### src/rtl/uart_tx_fifo.sv
// UART 8N1 transmitter fed by a small FIFO.
// Divisor is latched per frame; each bit lasts 16 oversample ticks of max(baudselect,1) clocks.
module uart_tx_fifo #(
    parameter int DEPTH = 4,
    parameter int AW    = 2
) (
    input  logic       clk,
    input  logic       reset,
    input  logic [9:0] baudselect,
    input  logic [7:0] tx_data,
    input  logic       tx_wr,
    output logic       fifo_full,
    output logic       fifo_empty,
    output logic       tx_busy,
    output logic       tx_done_flag,
    output logic       tx
);

    typedef enum logic [1:0] {IDLE, START, DATA, STOP} state_t;

    localparam logic [AW:0] FULL_CNT = DEPTH[AW:0];

    state_t        state;
    logic [7:0]    mem [DEPTH];
    logic [AW-1:0] wr_ptr;
    logic [AW-1:0] rd_ptr;
    logic [AW:0]   count;
    logic [AW:0]   count_next;
    logic          wr_en;
    logic          pop;
    logic [7:0]    shift_reg;
    logic [2:0]    bit_idx;
    logic [9:0]    baud_lat;
    logic [9:0]    div_cnt;
    logic [3:0]    tick_cnt;
    logic          tick;
    logic          bit_end;

    // A write against a full FIFO is dropped even if a pop frees a slot on the same edge.
    assign wr_en   = tx_wr && !fifo_full;
    assign pop     = (state == IDLE) && !fifo_empty;
    assign tick    = (div_cnt == baud_lat - 10'd1);
    assign bit_end = tick && (tick_cnt == 4'd15);

    // NOTE: every variable assigned in always_comb gets a default first, so no latch is inferred.
    always_comb begin
        count_next = count;
        if (wr_en && !pop)
            count_next = count + 1'b1;
        else if (pop && !wr_en)
            count_next = count - 1'b1;
    end

    // NOTE: storage is not reset; pointers and count alone decide which entries are valid.
    always_ff @(posedge clk) begin
        if (!reset && wr_en)
            mem[wr_ptr] <= tx_data;
    end

    // NOTE: sequential state uses non-blocking assignments only.
    always_ff @(posedge clk) begin
        if (reset) begin
            wr_ptr     <= '0;
            rd_ptr     <= '0;
            count      <= '0;
            fifo_full  <= 1'b0;
            fifo_empty <= 1'b1;
        end else begin
            if (wr_en)
                wr_ptr <= wr_ptr + 1'b1;
            if (pop)
                rd_ptr <= rd_ptr + 1'b1;
            count      <= count_next;
            fifo_full  <= (count_next == FULL_CNT);
            fifo_empty <= (count_next == '0);
        end
    end

    always_ff @(posedge clk) begin
        if (reset) begin
            state        <= IDLE;
            tx           <= 1'b1;
            tx_busy      <= 1'b0;
            tx_done_flag <= 1'b0;
            shift_reg    <= '0;
            bit_idx      <= '0;
            baud_lat     <= '0;
            div_cnt      <= '0;
            tick_cnt     <= '0;
        end else begin
            tx_done_flag <= 1'b0;

            if (state != IDLE) begin
                div_cnt <= tick ? '0 : div_cnt + 1'b1;
                if (tick)
                    tick_cnt <= tick_cnt + 1'b1;
            end

            case (state)
                IDLE: begin
                    if (pop) begin
                        shift_reg <= mem[rd_ptr];
                        baud_lat  <= (baudselect == '0) ? 10'd1 : baudselect;
                        div_cnt   <= '0;
                        tick_cnt  <= '0;
                        tx        <= 1'b0;
                        tx_busy   <= 1'b1;
                        state     <= START;
                    end
                end
                START: begin
                    if (bit_end) begin
                        tx        <= shift_reg[0];
                        shift_reg <= shift_reg >> 1;
                        bit_idx   <= '0;
                        state     <= DATA;
                    end
                end
                DATA: begin
                    if (bit_end) begin
                        if (bit_idx == 3'd7) begin
                            tx    <= 1'b1;
                            state <= STOP;
                        end else begin
                            tx        <= shift_reg[0];
                            shift_reg <= shift_reg >> 1;
                            bit_idx   <= bit_idx + 1'b1;
                        end
                    end
                end
                STOP: begin
                    if (bit_end) begin
                        tx_done_flag <= 1'b1;
                        tx_busy      <= 1'b0;
                        state        <= IDLE;
                    end
                end
                default: state <= IDLE;
            endcase
        end
    end

endmodule
### config.mk
export PLATFORM = sky130hd
export DESIGN_NAME = uart_tx_fifo
export DESIGN_NICKNAME = d
export VERILOG_FILES = /design/src/rtl/uart_tx_fifo.sv
export SDC_FILE = /design/constraint.sdc
export NUM_CORES = 1
export LEC_CHECK = 0
export BUFFER_PORTS_ARGS = -buffer_cell sky130_fd_sc_hd__buf_2
export CELL_PAD_IN_SITES_DETAIL_PLACEMENT = 0
export CELL_PAD_IN_SITES_GLOBAL_PLACEMENT = 1
export CORE_MARGIN = 10
export CORE_UTILIZATION = 52
export DETAILED_ROUTE_END_ITERATION = 10
export HOLD_SLACK_MARGIN = 0.06
export PLACE_DENSITY_LB_ADDON = 0.1
export RECOVER_POWER = 100
export SLEW_MARGIN = 20
export SYNTH_ARGS = -nofsm -noshare
export SYNTH_HDL_FRONTEND = slang
export SYNTH_SLANG_ARGS = --single-unit
### constraint.sdc
create_clock -name clk -period 4.2 [get_ports clk]
set_clock_uncertainty 0.05 [all_clocks]
set_input_delay 0.21 -clock clk [delete_from_list [all_inputs] [get_ports clk]]
set_output_delay 0.21 -clock clk [all_outputs]
set_load 0.05 [all_outputs]
Word-level counts from Yosys, hierarchy flattened
Memories as Yosys holds them, arrays and structs flattened. A register that Yosys moved wholly into a read port is not among the register bits. Index checks and enable logic that the tools add are counted.

Output and inout bits: 5. RAM bits: 32. Input port bits: 21. Bits in registers: 49. Memories: 1.

Memory list: mem (words 4, bits a word 8, rd ports 1, clocked after memory_dff 1, wr ports 1, line 24) `logic [7:0] mem [DEPTH];`.

Add/subtract/negate cells: 8. Bitwise logic cells: 1. Multiplexer cells: 39. Eq/ne operators: 13. Reductions and logical operators: 25.

Operators with widths (count): 10-bit 2-to-1 mux (5); 8-bit 2-to-1 mux (4); 8-bit one-hot mux with 3 select lines (1); 4-bit 2-to-1 mux (4); 3-bit 2-to-1 mux (5); 2-bit 2-to-1 mux (7); 2-bit inequality test, second input constant (6); 10-bit by 1-bit adder with 10-bit output, second input constant (1); 10-bit equality test (1); 10-bit logical NOT (1); 5-bit AND reduction (2); 10-bit by 1-bit subtractor with 10-bit output, second input constant (1); 1-bit 2-to-1 mux (9); 2-bit one-hot mux with 4 select lines (1); 4-bit AND reduction (2); 3-bit by 1-bit adder with 3-bit output, second input constant (2); 3-bit equality test, second input constant (2); 1-bit logical AND (6); 3-bit one-hot mux with 2 select lines (1); 2-bit nonzero test (3); 1-bit logical NOT (5); 2-bit by 1-bit adder with 2-bit output, second input constant (2); 4-bit by 1-bit adder with 4-bit output, second input constant (1); 2-bit equality test, second input constant (2); other kinds (12) (12).

Depth between registers and ports, before layout
Word-level depth: 7. Gate-level depth with buffers: 10. Depth with buffers taken out: 9.

Worst setup path before layout
OpenSTA, ideal clock, no wires.

Path kind: reg2reg. From: register baud_lat[0]. To: register tx. Setup slack: 1553 ps. Setup time: 79 ps. Path buffers: 0. Clock period less this slack: 2647 ps. Stages on the path, launching flop included: 10. Arrival: 2518 ps. Cells stage by stage: dfxtp_1 -> inv_1 -> ha_1 -> or4b_4 -> nor2_1 -> xnor2_1 -> nand4b_1 -> or4b_4 -> a211o_1 -> o211ai_1.

Cells in the longest elaborated chain, start to end: 5. Elaborated cells between the ends (all ways): 6. Classes of those cells: add/sub (1); eq/ne (3); reduce/logical (2).

Ends and longest elaborated chain: start, declared (line 33) `logic [9:0] baud_lat;`; start signal, assigned (line 103) `baud_lat <= (baudselect == '0) ? 10'd1 : baudselect;`; 10-bit by 1-bit subtractor with 10-bit output * (line 42) `assign tick = (div_cnt == baud_lat - 10'd1);`; 10-bit equality test * (line 42); 1-bit logical AND * (line 43) `assign bit_end = tick && (tick_cnt == 4'd15);`; 2-bit inequality test (no line); 4-bit AND reduction (no line) *; end signal, assigned (line 113) `tx <= shift_reg[0];`; end signal, assigned (line 125) `tx <= shift_reg[0];`; end, declared (line 16) `output logic tx`.

Every way passes the cells marked *; elsewhere a longest branch is shown, timed or not. A chain may end at the register's enable or synchronous reset.

Final worst setup path
From: register baud_lat[0]. To: register shift_reg[4].

Cells in the longest elaborated chain, start to end: 5. Elaborated cells between the ends (all ways): 6. Classes of those cells: add/sub (1); eq/ne (3); reduce/logical (2).

Ends and longest elaborated chain: 10-bit by 1-bit subtractor with 10-bit output * (line 42); 10-bit equality test * (line 42); 1-bit logical AND * (line 43); 2-bit inequality test (no line); 5-bit AND reduction (no line) *; end signal, assigned (line 102) `shift_reg <= mem[rd_ptr];`; end signal, assigned (line 114) `shift_reg <= shift_reg >> 1;`; end signal, assigned (line 126) `shift_reg <= shift_reg >> 1;`; end, declared (line 31) `logic [7:0] shift_reg;`.

Marked as above.

==> key figures <==
STA
  – Final period util: 77.8%
  – Tmin final: around 3.3 ns
  – Sum of negative setup slack: 0 ns
  – Setup Viol. Count Final: 0
  – Hold Vio Cnt, Final: 0
  – Slew @ Worst Pin: ~1.3 ns
  – Relative slew slack: ~15%
  – Final Max Slew Viols: 0
  – F_max: 306 MHz
  – Unrepaired setup endpoints after global routing: no

Clock tree
  – CTS tree: built
  – CTS root buffer: clkbuf_8
  – Clock Path Buffers: 2
  – TritonCTS sink count: 83
  – CTS buffer count: 9
  – Worst skew pair latency: 0.35 ns
  – Reg clk slew, reported paths: ~0.090 ns
  – H-tree lvl count: 3
  – Post-cts resize count: 0

Logic synthesis
  – Asr flop ratio synth: 0%
  – Synth Net Count: between 400 and 500
  – Synth Warn #: 0
  – Post-synth EDFFs: 32
  – Most frequent cell after synthesis: dfxtp_1
  – Largest area contributor in the netlist: dfxtp_1
  – Largest cells by area after synthesis: dfxtp_1, edfxtp_1, ha_1
  – Syn_area_per_cell: 10.9 um2
  – Post-Syn Area: 4000 um2
  – Seq cells post-synth: between 80 and 90
  – Top-area cell type share of the netlist area: between 20% and 30%
  – Synth cell types: 54
  – Cells after Synth: between 300 and 400
  – Top_reg_cell synth: dfxtp_1
  – Post-synthesis sequential area ratio: a little under 50%
  – Top cells by count, synth: dfxtp_1, nand2_1, edfxtp_1, nor2_1, clkbuf_1

Global routing
  – First-pass GRT wire length: about 13000 um
  – Initial antenna violation count: 0
  – Grt ovf: 0
  – Vias in the first global route: 2669
  – Largest net degree at the start of global routing: 29
  – Total track usage: ~14%

Drt
  – Final ANT Viol Nets: 0
  – Drt wl/cell: roughly 15 um
  – Routed wire length: 7760 um
  – DR pass1 iterations: 4
  – Initial DRC count: 64
  – Via density per instance: between 5 and 6
  – Via Count: approximately 2700
  – DRC: 0

Final layout
  – Multi-input logic area: about 1800 um2
  – Largest Register: mem
  – Ant. Diodes: 0
  – Sequential standard cell area: between 1500 and 2000 um2
  – Area grow syn2layout: 11.4%
  – Max reg flops: 32
  – Nets: approximately 430
  – Regs by FF count: mem (32), baud_lat (10), div_cnt (10)
  – Final core utilization: 60.5%
  – Post-route insts no fill: ~500
  – Fillers: ~650
  – Layout cells sized above 1: between 10 and 15%

Hold path
  – Hold Path End: baud_lat[3]$_SDFFE_PP0P_
  – Min-delay src: baudselect[3]
  – WHS Path Cells: 3
  – HP Class: in -> reg

Job
  – Max Cap Viol: 0

Floorplan
  – Initial Utilization: about 54%
  – Row count: 31
  – Die height: ~110 um
  – IO Count: 26
  – Die Area: 11600 um2
  – DIE WIDTH: between 100 and 150 um
  – Core ar.: 7370 um2

Critical path
  – R2r setup slk: around 0.93 ns
  – Critical Path Sink Type: flip-flop
  – CP Launch Type: flip-flop
  – FF-to-FF End: shift_reg[4]$_SDFFE_PP0P_
  – Critical path required time: roughly 4.4 ns
  – Register-to-Register Path Depth: 9
  – Crit-path max FO: 16
  – R2r startpoint: baud_lat[0]$_SDFFE_PP0P_
  – Crit Path Category: reg -> reg
  – Arrival time worst endpoint: ~3.5 ns

Power and ir drop
  – Worst VDD drop: around 0.32 mV
  – Clk pwr share: a little over a fifth
  – Internal power: roughly 1.7 mW
  – NetSw: 1.04 mW
  – Leakage: between 1.5 and 2 nW
  – Comb pwr share: 38.1%
  – Sequential Power Share: 40.1%
  – Sw frac: 38.0%
  – Cell Pwr Density: between 600 and 700 nW/um2

Place
  – Placer congestion estimate: ~0.84
  – Port bufs: 25
  – DP HPWL: around 5300 um
  – Inst Count DP: between 400 and 500

Outcome
  – Outcome: completed
## cell families after synthesis
group / synth area share [%]
buf+inv: 3.81
flops: 49.5
mux: 8.25
xor+xnor: 5.25
simple gates: 16.8
fa+ha+maj: 5.00
compound gates: 11.3
## cell type report
| class | count | share of cell area (%) |
|---|---|---|
| inverters | 14 | 1.18 |
| clock inverters | 7 | 1.80 |
| clock buffers | 9 | 2.78 |
| multi-input cells | 248 | 41.2 |
| repair buffers | 41 | 5.86 |
| well taps | 99 | 2.78 |
| flip-flops and latches | 83 | 44.4 |
## worst max-delay path by stage
stage	start	end	slack [ns]	depth (start not counted)
floorplan	baud_lat[0]$_SDFFE_PP0P_	tx$_SDFFE_PP1P_	1.55	9
global placement	baud_lat[0]$_SDFFE_PP0P_	shift_reg[3]$_SDFFE_PP0P_	1.30	9
detailed placement	baud_lat[0]$_SDFFE_PP0P_	shift_reg[4]$_SDFFE_PP0P_	1.19	9
CTS	baud_lat[0]$_SDFFE_PP0P_	shift_reg[4]$_SDFFE_PP0P_	1.19	9
global route	baud_lat[0]$_SDFFE_PP0P_	shift_reg[6]$_SDFFE_PP0P_	0.60	9
finish	baud_lat[0]$_SDFFE_PP0P_	shift_reg[4]$_SDFFE_PP0P_	0.93	9
## per-layer routing
layer | share of wire (%) | GRT usage [%]
met1 | 47 | 17.7
met2 | 48 | 22.8
met3 | 3.7 | 3.53
met4 | 1.3 | 4.96
met5 | 0 | 0
## power groups by stage
| stage | Combinational (mW) | Sequential, mW | Clock [mW] |
|---|---|---|---|
| after global routing | 1.17 | 1.12 | 0.645 |
| after CTS | 1.10 | 1.10 | 0.611 |
| after floorplan | 0.871 | 1.12 | 0 |
| after detailed placement | 1.08 | 1.12 | 0 |
| after global placement | 1.06 | 1.12 | 0 |
| final | 1.05 | 1.10 | 0.601 |
## critical path, cell delays in order (launching register included)
cell and delay, ns:
dfxtp_1 0.36, inv_1 0.07, ha_1 0.28, or4b_1 0.50, nor2_1 0.13, xnor2_1 0.13
nand4b_1 0.22, nor4b_2 1.01, o21ai_0 0.22, o311a_1 0.19
## metrics by stage
step / cell area [um2] / hold slack, ns / power (mW) / setup slack, ns
2_1_floorplan: 4000 / 0.259 / 1.99 / 1.55
3_3_place_gp: 4160 / 0.372 / 2.18 / 1.30
3_5_place_dp: 4160 / 0.384 / 2.20 / 1.19
4_1_cts: 4510 / 0.0613 / 2.81 / 1.19
5_1_grt: 4460 / 0.0640 / 2.94 / 0.603
6_report: 4460 / 0.0694 / 2.75 / 0.934
## cell usage in the layout, fill, tap and decap left out, types with 14 or more instances in the layout
cell type / Yosys / layout
clkbuf_1: 17 / 15
dfxtp_1: 51 / 51
dlygate4sd3_1: 0 / 15
edfxtp_1: 32 / 32
ha_1: 16 / 16
inv_1: 14 / 14
mux2i_1: 15 / 15
nand2_1: 33 / 33
nor2_1: 32 / 32
## what timing repair did
action                    CTS  global route
hold endpoints to repair   39             0
setup buffers               0             0
hold buffers               15             0
(Power assumes the default switching activity.)
